`config.mk`:
```
export PLATFORM = sky130hd
export DESIGN_NAME = rd_ptr_empty_ctrl_flat
export DESIGN_NICKNAME = d
export VERILOG_FILES = /design/src/rtl/rd_ptr_empty_ctrl_if.sv /design/src/rtl/rd_ptr_empty_ctrl.sv /design/src/flat_wrapper.sv
export SDC_FILE = /design/constraint.sdc
export NUM_CORES = 1
export LEC_CHECK = 0
export ABC_AREA = 1
export BUFFER_PORTS_ARGS = -buffer_cell sky130_fd_sc_hd__buf_2
export CAP_MARGIN = 10
export CELL_PAD_IN_SITES_DETAIL_PLACEMENT = 1
export CELL_PAD_IN_SITES_GLOBAL_PLACEMENT = 2
export CORE_ASPECT_RATIO = 1.5
export CORE_MARGIN = 8
export CORE_UTILIZATION = 32
export CTS_BUF_LIST = sky130_fd_sc_hd__clkbuf_2 sky130_fd_sc_hd__clkbuf_4 sky130_fd_sc_hd__clkbuf_8
export CTS_CLUSTER_DIAMETER = 120
export DETAILED_ROUTE_END_ITERATION = 8
export MAX_ROUTING_LAYER = met4
export PLACE_DENSITY = 0.87
export SLEW_MARGIN = 10
export SYNTH_ARGS = -nofsm -noshare
export SYNTH_HDL_FRONTEND = slang
export SYNTH_SLANG_ARGS = --single-unit
```
`constraint.sdc`:
```
create_clock -name rclk -period 8.2 [get_ports rclk]
set_clock_uncertainty 0.05 [all_clocks]
set_input_delay 0.82 -clock rclk [delete_from_list [all_inputs] [get_ports rclk]]
set_output_delay 0.82 -clock rclk [all_outputs]
set_load 0.02 [all_outputs]
```
`src/rtl/rd_ptr_empty_ctrl_if.sv`:
```
// Read-side user interface of the async FIFO read controller.
// master : the FIFO consumer. It drives read_enable and aempty_value.
// slave  : rd_ptr_empty_ctrl. It drives read_data, the flags, the count and the level.
interface rd_ptr_empty_ctrl_if #(
  parameter int unsigned DATA_WIDTH = 32,
  parameter int unsigned ADDR_WIDTH = 5
);
  localparam int unsigned PTR_W = ADDR_WIDTH + 1;

  logic                  read_enable;
  logic [ADDR_WIDTH-1:0] aempty_value;
  logic [DATA_WIDTH-1:0] read_data;
  logic                  rdempty;
  logic                  rd_almost_empty;
  logic                  underflow;
  logic [PTR_W-1:0]      fifo_read_count;
  logic [PTR_W-1:0]      rd_level;

  modport master (
    output read_enable, aempty_value,
    input  read_data, rdempty, rd_almost_empty, underflow, fifo_read_count, rd_level
  );

  modport slave (
    input  read_enable, aempty_value,
    output read_data, rdempty, rd_almost_empty, underflow, fifo_read_count, rd_level
  );
endinterface

```
`src/rtl/rd_ptr_empty_ctrl.sv`:
```
// Read-domain control stage of the async FIFO.
// The block synchronizes the Gray write pointer into rclk and keeps the read pointer.
// It addresses the dual-port memory and exports the Gray read pointer to the write domain.
// Ports:
//   rclk, hw_rst_n : read clock, asynchronous active-low reset
//   sw_rst         : synchronous active-high soft reset
//   rd             : read-side interface (read_enable, aempty_value in; data and status out)
//   wptr_gray      : Gray write pointer from the wclk domain
//   mem_rdata      : combinational memory read data at raddr
//   raddr          : memory read address
//   rptr_gray      : registered Gray read pointer, to the write domain
module rd_ptr_empty_ctrl #(
  parameter int unsigned DATA_WIDTH  = 32,
  parameter int unsigned ADDR_WIDTH  = 5,
  parameter int unsigned SYNC_STAGES = 2   // legal range 2..3
) (
  input  logic                  rclk,
  input  logic                  hw_rst_n,
  input  logic                  sw_rst,
  rd_ptr_empty_ctrl_if.slave    rd,
  input  logic [ADDR_WIDTH:0]   wptr_gray,
  input  logic [DATA_WIDTH-1:0] mem_rdata,
  output logic [ADDR_WIDTH-1:0] raddr,
  output logic [ADDR_WIDTH:0]   rptr_gray
);

  localparam int unsigned PTR_W = ADDR_WIDTH + 1;

  function automatic logic [PTR_W-1:0] gray2bin(input logic [PTR_W-1:0] g);
    logic [PTR_W-1:0] b;
    b = g;
    for (int unsigned i = 1; i < PTR_W; i++) begin
      b = b ^ (g >> i);
    end
    return b;
  endfunction

  logic [SYNC_STAGES-1:0][PTR_W-1:0] sync_q;
  logic [PTR_W-1:0]                  rbin_q;
  logic [PTR_W-1:0]                  rptr_gray_q;
  logic [DATA_WIDTH-1:0]             rdata_q;
  logic                              rdempty_q;
  logic                              raempty_q;
  logic                              underflow_q;
  logic [PTR_W-1:0]                  count_q;
  logic [PTR_W-1:0]                  level_q;

  logic [PTR_W-1:0] wq_gray_c;
  logic [PTR_W-1:0] wq_bin_c;
  logic             accept_c;
  logic [PTR_W-1:0] rbin_n_c;
  logic [PTR_W-1:0] rgray_n_c;
  logic [PTR_W-1:0] level_n_c;

  // Write-pointer synchronizer; soft reset flushes it so stale pointers never reach the flags.
  always_ff @(posedge rclk or negedge hw_rst_n) begin
    if (!hw_rst_n) begin
      sync_q <= '0;
    end else if (sw_rst) begin
      sync_q <= '0;
    end else begin
      sync_q <= {sync_q[SYNC_STAGES-2:0], wptr_gray};
    end
  end

  // Next-pointer and flag arithmetic. The flags use the post-read pointer, so the last read sets empty on the same edge.
  always_comb begin
    wq_gray_c = sync_q[SYNC_STAGES-1];
    wq_bin_c  = gray2bin(wq_gray_c);
    accept_c  = rd.read_enable && !rdempty_q;
    rbin_n_c  = rbin_q + PTR_W'(accept_c);
    rgray_n_c = rbin_n_c ^ (rbin_n_c >> 1);
    level_n_c = wq_bin_c - rbin_n_c;
  end

  // Read pointer, data, count and status registers.
  always_ff @(posedge rclk or negedge hw_rst_n) begin
    if (!hw_rst_n) begin
      rbin_q      <= '0;
      rptr_gray_q <= '0;
      rdata_q     <= '0;
      count_q     <= '0;
      level_q     <= '0;
      underflow_q <= 1'b0;
      rdempty_q   <= 1'b1;
      raempty_q   <= 1'b1;
    end else if (sw_rst) begin
      rbin_q      <= '0;
      rptr_gray_q <= '0;
      rdata_q     <= '0;
      count_q     <= '0;
      level_q     <= '0;
      underflow_q <= 1'b0;
      rdempty_q   <= 1'b1;
      raempty_q   <= 1'b1;
    end else begin
      if (accept_c) begin
        rdata_q <= mem_rdata;
        count_q <= count_q + PTR_W'(1);
      end
      rbin_q      <= rbin_n_c;
      rptr_gray_q <= rgray_n_c;
      underflow_q <= rd.read_enable && rdempty_q;
      level_q     <= level_n_c;
      // Gray equality detects empty; a lagging synchronized pointer can only delay deassertion.
      rdempty_q   <= (rgray_n_c == wq_gray_c);
      raempty_q   <= (level_n_c <= PTR_W'(rd.aempty_value));
    end
  end

  assign raddr              = rbin_q[ADDR_WIDTH-1:0];
  assign rptr_gray          = rptr_gray_q;
  assign rd.read_data       = rdata_q;
  assign rd.rdempty         = rdempty_q;
  assign rd.rd_almost_empty = raempty_q;
  assign rd.underflow       = underflow_q;
  assign rd.fifo_read_count = count_q;
  assign rd.rd_level        = level_q;

endmodule

```
`src/flat_wrapper.sv`:
```
// flat-port wrapper written by rule: the top's interface ports become plain ports
module rd_ptr_empty_ctrl_flat 
#(
  parameter int unsigned DATA_WIDTH  = 32,
  parameter int unsigned ADDR_WIDTH  = 5,
  parameter int unsigned SYNC_STAGES = 2                      
)
  (rclk, hw_rst_n, sw_rst, wptr_gray, mem_rdata, raddr, rptr_gray, rd_read_enable, rd_aempty_value, rd_read_data, rd_rdempty, rd_rd_almost_empty, rd_underflow, rd_fifo_read_count, rd_rd_level);
  rd_ptr_empty_ctrl_if #(.DATA_WIDTH(DATA_WIDTH), .ADDR_WIDTH(ADDR_WIDTH)) rd_i ();
  input  logic rclk;
  input  logic hw_rst_n;
  input  logic sw_rst;
  input  logic [ADDR_WIDTH:0] wptr_gray;
  input  logic [DATA_WIDTH-1:0] mem_rdata;
  output logic [ADDR_WIDTH-1:0] raddr;
  output logic [ADDR_WIDTH:0] rptr_gray;
  input wire logic [$bits(rd_i.read_enable)-1:0] rd_read_enable;
  input wire logic [$bits(rd_i.aempty_value)-1:0] rd_aempty_value;
  output wire logic [$bits(rd_i.read_data)-1:0] rd_read_data;
  output wire logic [$bits(rd_i.rdempty)-1:0] rd_rdempty;
  output wire logic [$bits(rd_i.rd_almost_empty)-1:0] rd_rd_almost_empty;
  output wire logic [$bits(rd_i.underflow)-1:0] rd_underflow;
  output wire logic [$bits(rd_i.fifo_read_count)-1:0] rd_fifo_read_count;
  output wire logic [$bits(rd_i.rd_level)-1:0] rd_rd_level;
  assign rd_i.read_enable = rd_read_enable;
  assign rd_i.aempty_value = rd_aempty_value;
  assign rd_read_data = rd_i.read_data;
  assign rd_rdempty = rd_i.rdempty;
  assign rd_rd_almost_empty = rd_i.rd_almost_empty;
  assign rd_underflow = rd_i.underflow;
  assign rd_fifo_read_count = rd_i.fifo_read_count;
  assign rd_rd_level = rd_i.rd_level;
  rd_ptr_empty_ctrl #(.DATA_WIDTH(DATA_WIDTH), .ADDR_WIDTH(ADDR_WIDTH), .SYNC_STAGES(SYNC_STAGES)) u_core (.rclk(rclk), .hw_rst_n(hw_rst_n), .sw_rst(sw_rst), .rd(rd_i), .wptr_gray(wptr_gray), .mem_rdata(mem_rdata), .raddr(raddr), .rptr_gray(rptr_gray));
endmodule
```
Yosys cells after proc, flatten, opt, wreduce, memory -nomap -nowiden
Cells that the tools add are included.
- flip-flop bits (word level): 71
- input bits: 47
- output and inout port bits: 58
- word-level logic and storage cells: 36
- $add $sub $neg: 3
- magnitude comparators: 1
- eq/ne operators: 1
- mux-type cells: 11
- bitwise logic cells: 6
- reductions and logical operators: 4
- operators with widths (kind ; count):
    $mux 32 ; 2
    $mux 6 ; 5
    $mux 12 ; 1
    $xor 6x5->6 ; 2
    $add 6x1->6 ; 1
    $add 6x1->6 const B ; 1
    $eq 6x6->1 ; 1
    $le 6x5->1 ; 1
    $sub 6x6->6 ; 1
    $xor 6x1->6 ; 1
    $xor 6x2->6 ; 1
    $xor 6x3->6 ; 1
    $xor 6x4->6 ; 1
    $mux 1 ; 3
    $logic_and 1x1->1 ; 2
    $reduce_bool 2->1 ; 1
    $logic_not 1->1 ; 1

Longest topological paths before layout
- depth in word-level cells: 8
- depth in mapped cells: 21
- mapped depth without buffers: 20

Least setup slack after synthesis
Ideal clock, no wire load.
- path kind: input to register
- start: in rd_read_enable
- end: reg u_core.raempty_q (netlist: u_core.rd.rd_almost_empty)
- library setup time: 0.072 ns
- data arrival time: 3.623 ns
- data required time: 8.078 ns
- path slack: 4.454 ns
- stages: 19
- buffers on the path: 1
- cell sequence: nand2_2 clkinv_1 clkbuf_1 ha_1 ha_1 nand2_1 nand2_1 ha_1 nand2_1 o21ai_0 xor2_1 inv_1 ha_1 nand2_1 o21ai_0 a21oi_1 nand3b_1 nand2_1 inv_1
- longest elaborated chain between the ends: 5
- ends and longest elaborated chain (element ; RTL line ; RTL):
    start, declared ; flat_wrapper.sv:17 ; input wire logic [$bits(rd_i.read_enable)-1:0] rd_read_enable;
    $logic_and 1x1->1 ; rd_ptr_empty_ctrl.sv:70 ; accept_c = rd.read_enable && !rdempty_q;
    $add 6x1->6 ; rd_ptr_empty_ctrl.sv:71 ; rbin_n_c = rbin_q + PTR_W'(accept_c);
    $sub 6x6->6 ; rd_ptr_empty_ctrl.sv:73 ; level_n_c = wq_bin_c - rbin_n_c;
    $le 6x5->1 ; rd_ptr_empty_ctrl.sv:107 ; raempty_q <= (level_n_c <= PTR_W'(rd.aempty_value));
    $mux 1 ; rd_ptr_empty_ctrl.sv:87 ; end else if (sw_rst) begin
    end signal, assigned ; rd_ptr_empty_ctrl.sv:107 ;
    end, declared ; rd_ptr_empty_ctrl.sv:43 ; logic raempty_q;
Every way passes these cells.
A chain may end at the register's enable or synchronous reset.

Final worst setup path
- start: reg u_core.rdempty_q (netlist: u_core.rd.rdempty)
- end: reg u_core.raempty_q (netlist: u_core.rd.rd_almost_empty)
- longest elaborated chain between the ends: 6
- ends and longest elaborated chain (element ; RTL line ; RTL):
    start, declared ; rd_ptr_empty_ctrl.sv:42 ; logic rdempty_q;
    start signal, assigned ; rd_ptr_empty_ctrl.sv:106 ; rdempty_q <= (rgray_n_c == wq_gray_c);
    $logic_not 1->1 ; rd_ptr_empty_ctrl.sv:70 ;
    $logic_and 1x1->1 ; rd_ptr_empty_ctrl.sv:70 ;
    $add 6x1->6 ; rd_ptr_empty_ctrl.sv:71 ;
    $sub 6x6->6 ; rd_ptr_empty_ctrl.sv:73 ;
    $le 6x5->1 ; rd_ptr_empty_ctrl.sv:107 ;
    $mux 1 ; rd_ptr_empty_ctrl.sv:87 ;
Every way passes these cells.

==> impl_metrics.env <==
export IMPL_drtPass1Iterations=4
export IMPL_synth_top_family_by_area="simple AND/OR/NAND/NOR gates"
export IMPL_wire_per_inst_microns=15.8
export IMPL_syn_cell_area_sq_um=3310
export IMPL_worstSetupStartpointType="register"
export IMPL_cts_root_buffer="clkbuf_8"
export IMPL_layout_commonest_cell="buf_2"
export IMPL_grt_pass1_wl_microns=15900
export IMPL_p_int_mw=0.576
export IMPL_cts_hold_buf=0
export IMPL_setup_viol=0
export IMPL_grt_pass1_vias=3211
export IMPL_critical_path_required_ps=8430
export IMPL_cp_num_buf_inv=4
export IMPL_n_antenna_cell=0
export IMPL_period_needed_ps=5260
export IMPL_dp_hpwl_microns=7290
export IMPL_fin_crit_sh=0.642
export IMPL_drtIter0Drc=87
export IMPL_clockBufferDepth=2
export IMPL_mostFrequentLayoutCells="104 x buf_2, 97 x nand2_1, 68 x dfrtp_1"
export IMPL_pwr_share_seq=0.462
export IMPL_synthXorXnorAreaFrac=0.0287
export IMPL_multi_input_area_sq_um=1310
export IMPL_clkSinkCount=70
export IMPL_postCtsSetupBuffers=0
export IMPL_path_cells="inv_1, nand2_2, clkinv_1, ha_1, ha_1, nand2_1, nand2_1, ha_1, nand2_1, o21ai_0, xor2_1, inv_1, ha_1, nand2_1, o21ai_0, a21oi_1, nand3b_1, nand2_1, inv_1"
export IMPL_hp_class="reg -> reg"
export IMPL_cp_max_fo=36
export IMPL_rsz0062_at_grt="no"
export IMPL_cp_arrival_ps=5500
export IMPL_wl_met2_microns=5400
export IMPL_hold_viol=0
export IMPL_fillCellCount=1264
export IMPL_coreArea_sq_um=10100
export IMPL_max_stage_delay_ps=1060
export IMPL_cp_top_family="adder cells"
export IMPL_muxShareOfSynthArea=0
export IMPL_cts_resized=0
export IMPL_drv_cap=0
export IMPL_die_h_microns=141
export IMPL_slew_violations=0
export IMPL_p_clk_frac=0.325
export IMPL_grt_antenna_before_repair=0
export IMPL_slowest_stage="clkinv_1"
export IMPL_fin_setup_tns_ps=0
export IMPL_pin_count=105
export IMPL_synth_compound_area_frac=0.0604
export IMPL_ant_nets=0
export IMPL_tightestPinTransition_ps=1070
export IMPL_synthSimpleGateAreaFrac=0.250
export IMPL_endpoint_kind="register"
export IMPL_cts_buffers_inserted=9
export IMPL_layout_nets=556
export IMPL_p_comb_frac=0.213
export IMPL_cp_common_cell="nand2_1"
export IMPL_wl_met1_microns=3720
export IMPL_syn_avg_cell_area_sq_um=8.39
export IMPL_highest_layer="met4"
export IMPL_die_w_microns=99.1
export IMPL_drive_gt1_frac=0.254
export IMPL_switching_share=0.305
export IMPL_synth_cells=395
export IMPL_die_area_sq_um=13900
export IMPL_start_util=0.327
export IMPL_layout_area_seq_sq_um=1750
export IMPL_grt_max_degree=71
export IMPL_dpl_worst_slack_ps=2500
export IMPL_post_drt_via_cell_ratio=4.80
export IMPL_synth_seq_area_share=0.529
export IMPL_wirelength_microns=9730
export IMPL_port_buffers=104
export IMPL_dr_total_vias=2962
export IMPL_area_delta_synth_final_pct=24.3
export IMPL_num_rows=45
export IMPL_finalWorstSetupSlack_ps=2940
export IMPL_cts_tree="built"
export IMPL_drc=0
export IMPL_clock_latency_ps=350
export IMPL_post_dp_cell_area_sq_um=3930
export IMPL_wl_met3_microns=433
export IMPL_vdd_drop_max_mv=0.0853
export IMPL_grt_usage=0.150
export IMPL_stdcell_area_sq_um=4120
export IMPL_power_density_nw_per_um2=201
export IMPL_clock_fmax_mhz=190
export IMPL_synth_nets=456
export IMPL_synthAdderAreaFrac=0.0551
export IMPL_p_sw_mw=0.253
export IMPL_yosysUniqueCellTypes=25
export IMPL_overflow=0
export IMPL_slew_limit_headroom=0.283
export IMPL_path_class="reg -> reg"
export IMPL_cts_htree_levels=3
export IMPL_p_leak_nw=2.34
export IMPL_status="complete, no violations"
export IMPL_place_congestion=0.834
export IMPL_synth_seq_cells=70
export IMPL_yosysWarnings=0
export IMPL_cts_clk_slew_worst_paths_ps=70
[worst paths after layout]
path	from	to	slack, ps	cells past startpoint
max reg2reg	u_core.rd.rdempty	u_core.rd.rd_almost_empty	2940	19
max in group asynchronous	hw_rst_n	u_core.sync_q[2]	6880	2
min	u_core.sync_q[2]	u_core.wq_gray_c[2]	410	2
max	u_core.rd.rdempty	u_core.rd.rd_almost_empty	2940	19
min reg2reg	u_core.sync_q[2]	u_core.wq_gray_c[2]	410	2
min in group asynchronous	hw_rst_n	u_core.rd.rd_level[2]	610	2
[power groups by stage]
| stage | Sequential, mW | Clock, mW | Combinational [mW] |
|---|---|---|---|
| 3_3_place_gp | 0.389 | 0 | 0.176 |
| 4_1_cts | 0.383 | 0.279 | 0.183 |
| 5_1_grt | 0.385 | 0.292 | 0.203 |
| 2_1_floorplan | 0.413 | 0 | 0.0870 |
| 3_5_place_dp | 0.390 | 0 | 0.181 |
| 6_report | 0.383 | 0.270 | 0.177 |
[routing by layer]
layer	up-vias	GRT usage
met5	-	-
met2	64	0.271
met4	0	0.0657
met3	12	0.0375
li1	1447	-
met1	1439	0.147
[worst min-delay path: stages, from the launching register on]
cell and delay [ps]:
dfrtp_1 320, inv_1 30, nor2_1 70
[layout make-up]
cell class / instances / area share
timing repair buffer: 105 / 0.128
clock inverter: 1 / 0.00122
inverter: 51 / 0.0465
sequential: 70 / 0.426
multi-input combinational: 258 / 0.317
tap: 117 / 0.0355
clock buffer: 15 / 0.0456
[flip-flops by register name, summed over array words and instances, names as in the netlist]
register,flops
u_core.rd.rd_almost_empty,1
u_core.sync_q,6
u_core.rd.fifo_read_count,6
u_core.rptr_gray,5
u_core.rbin_q,6
u_core.rd.read_data,32
u_core.wq_gray_c,6
u_core.rd.rdempty,1
u_core.rd.underflow,1
u_core.rd.rd_level,6
[synth_stat cells]
master	count	area, sq um
a21oi_1	29	145
and3_1	1	6.26
buf_2	2	10.0
clkbuf_1	14	52.6
clkinv_1	1	3.75
dfrtp_1	68	1700
dfstp_2	2	52.6
fa_1	1	20.0
ha_1	13	163
inv_1	49	184
inv_2	1	3.75
nand2_1	97	364
nand2_2	1	6.26
nand3_1	56	280
nand3b_1	1	7.51
nand4_1	3	18.8
nor2_1	30	113
nor2_2	1	6.26
nor3_1	4	20.0
o21ai_0	8	40.0
o21bai_1	2	15.0
or2_0	1	6.26
xnor2_1	2	17.5
xor2_1	7	61.3
xor2_2	1	16.3
[through the flow]
step           power [mW]  hold slack, ps   util  std cells
3_3_place_gp        0.565             389  0.387        601
3_5_place_dp        0.571             400  0.387        601
4_1_cts             0.845             416  0.406        617
5_1_grt             0.880             432  0.406        617
2_1_floorplan       0.500             384      -        395
6_report            0.829             412  0.406        617
[kinds of logic after synthesis]
| kind of cell | Yosys count |
|---|---|
| and+or+nand+nor | 195 |
| DFF | 70 |
| buffers and inverters | 67 |
| AOI/OAI and AO/OA | 39 |
| adders and majority gates | 14 |
| xor gates and xnor gates | 10 |
No activity file was read; power rests on OpenSTA's default activity.
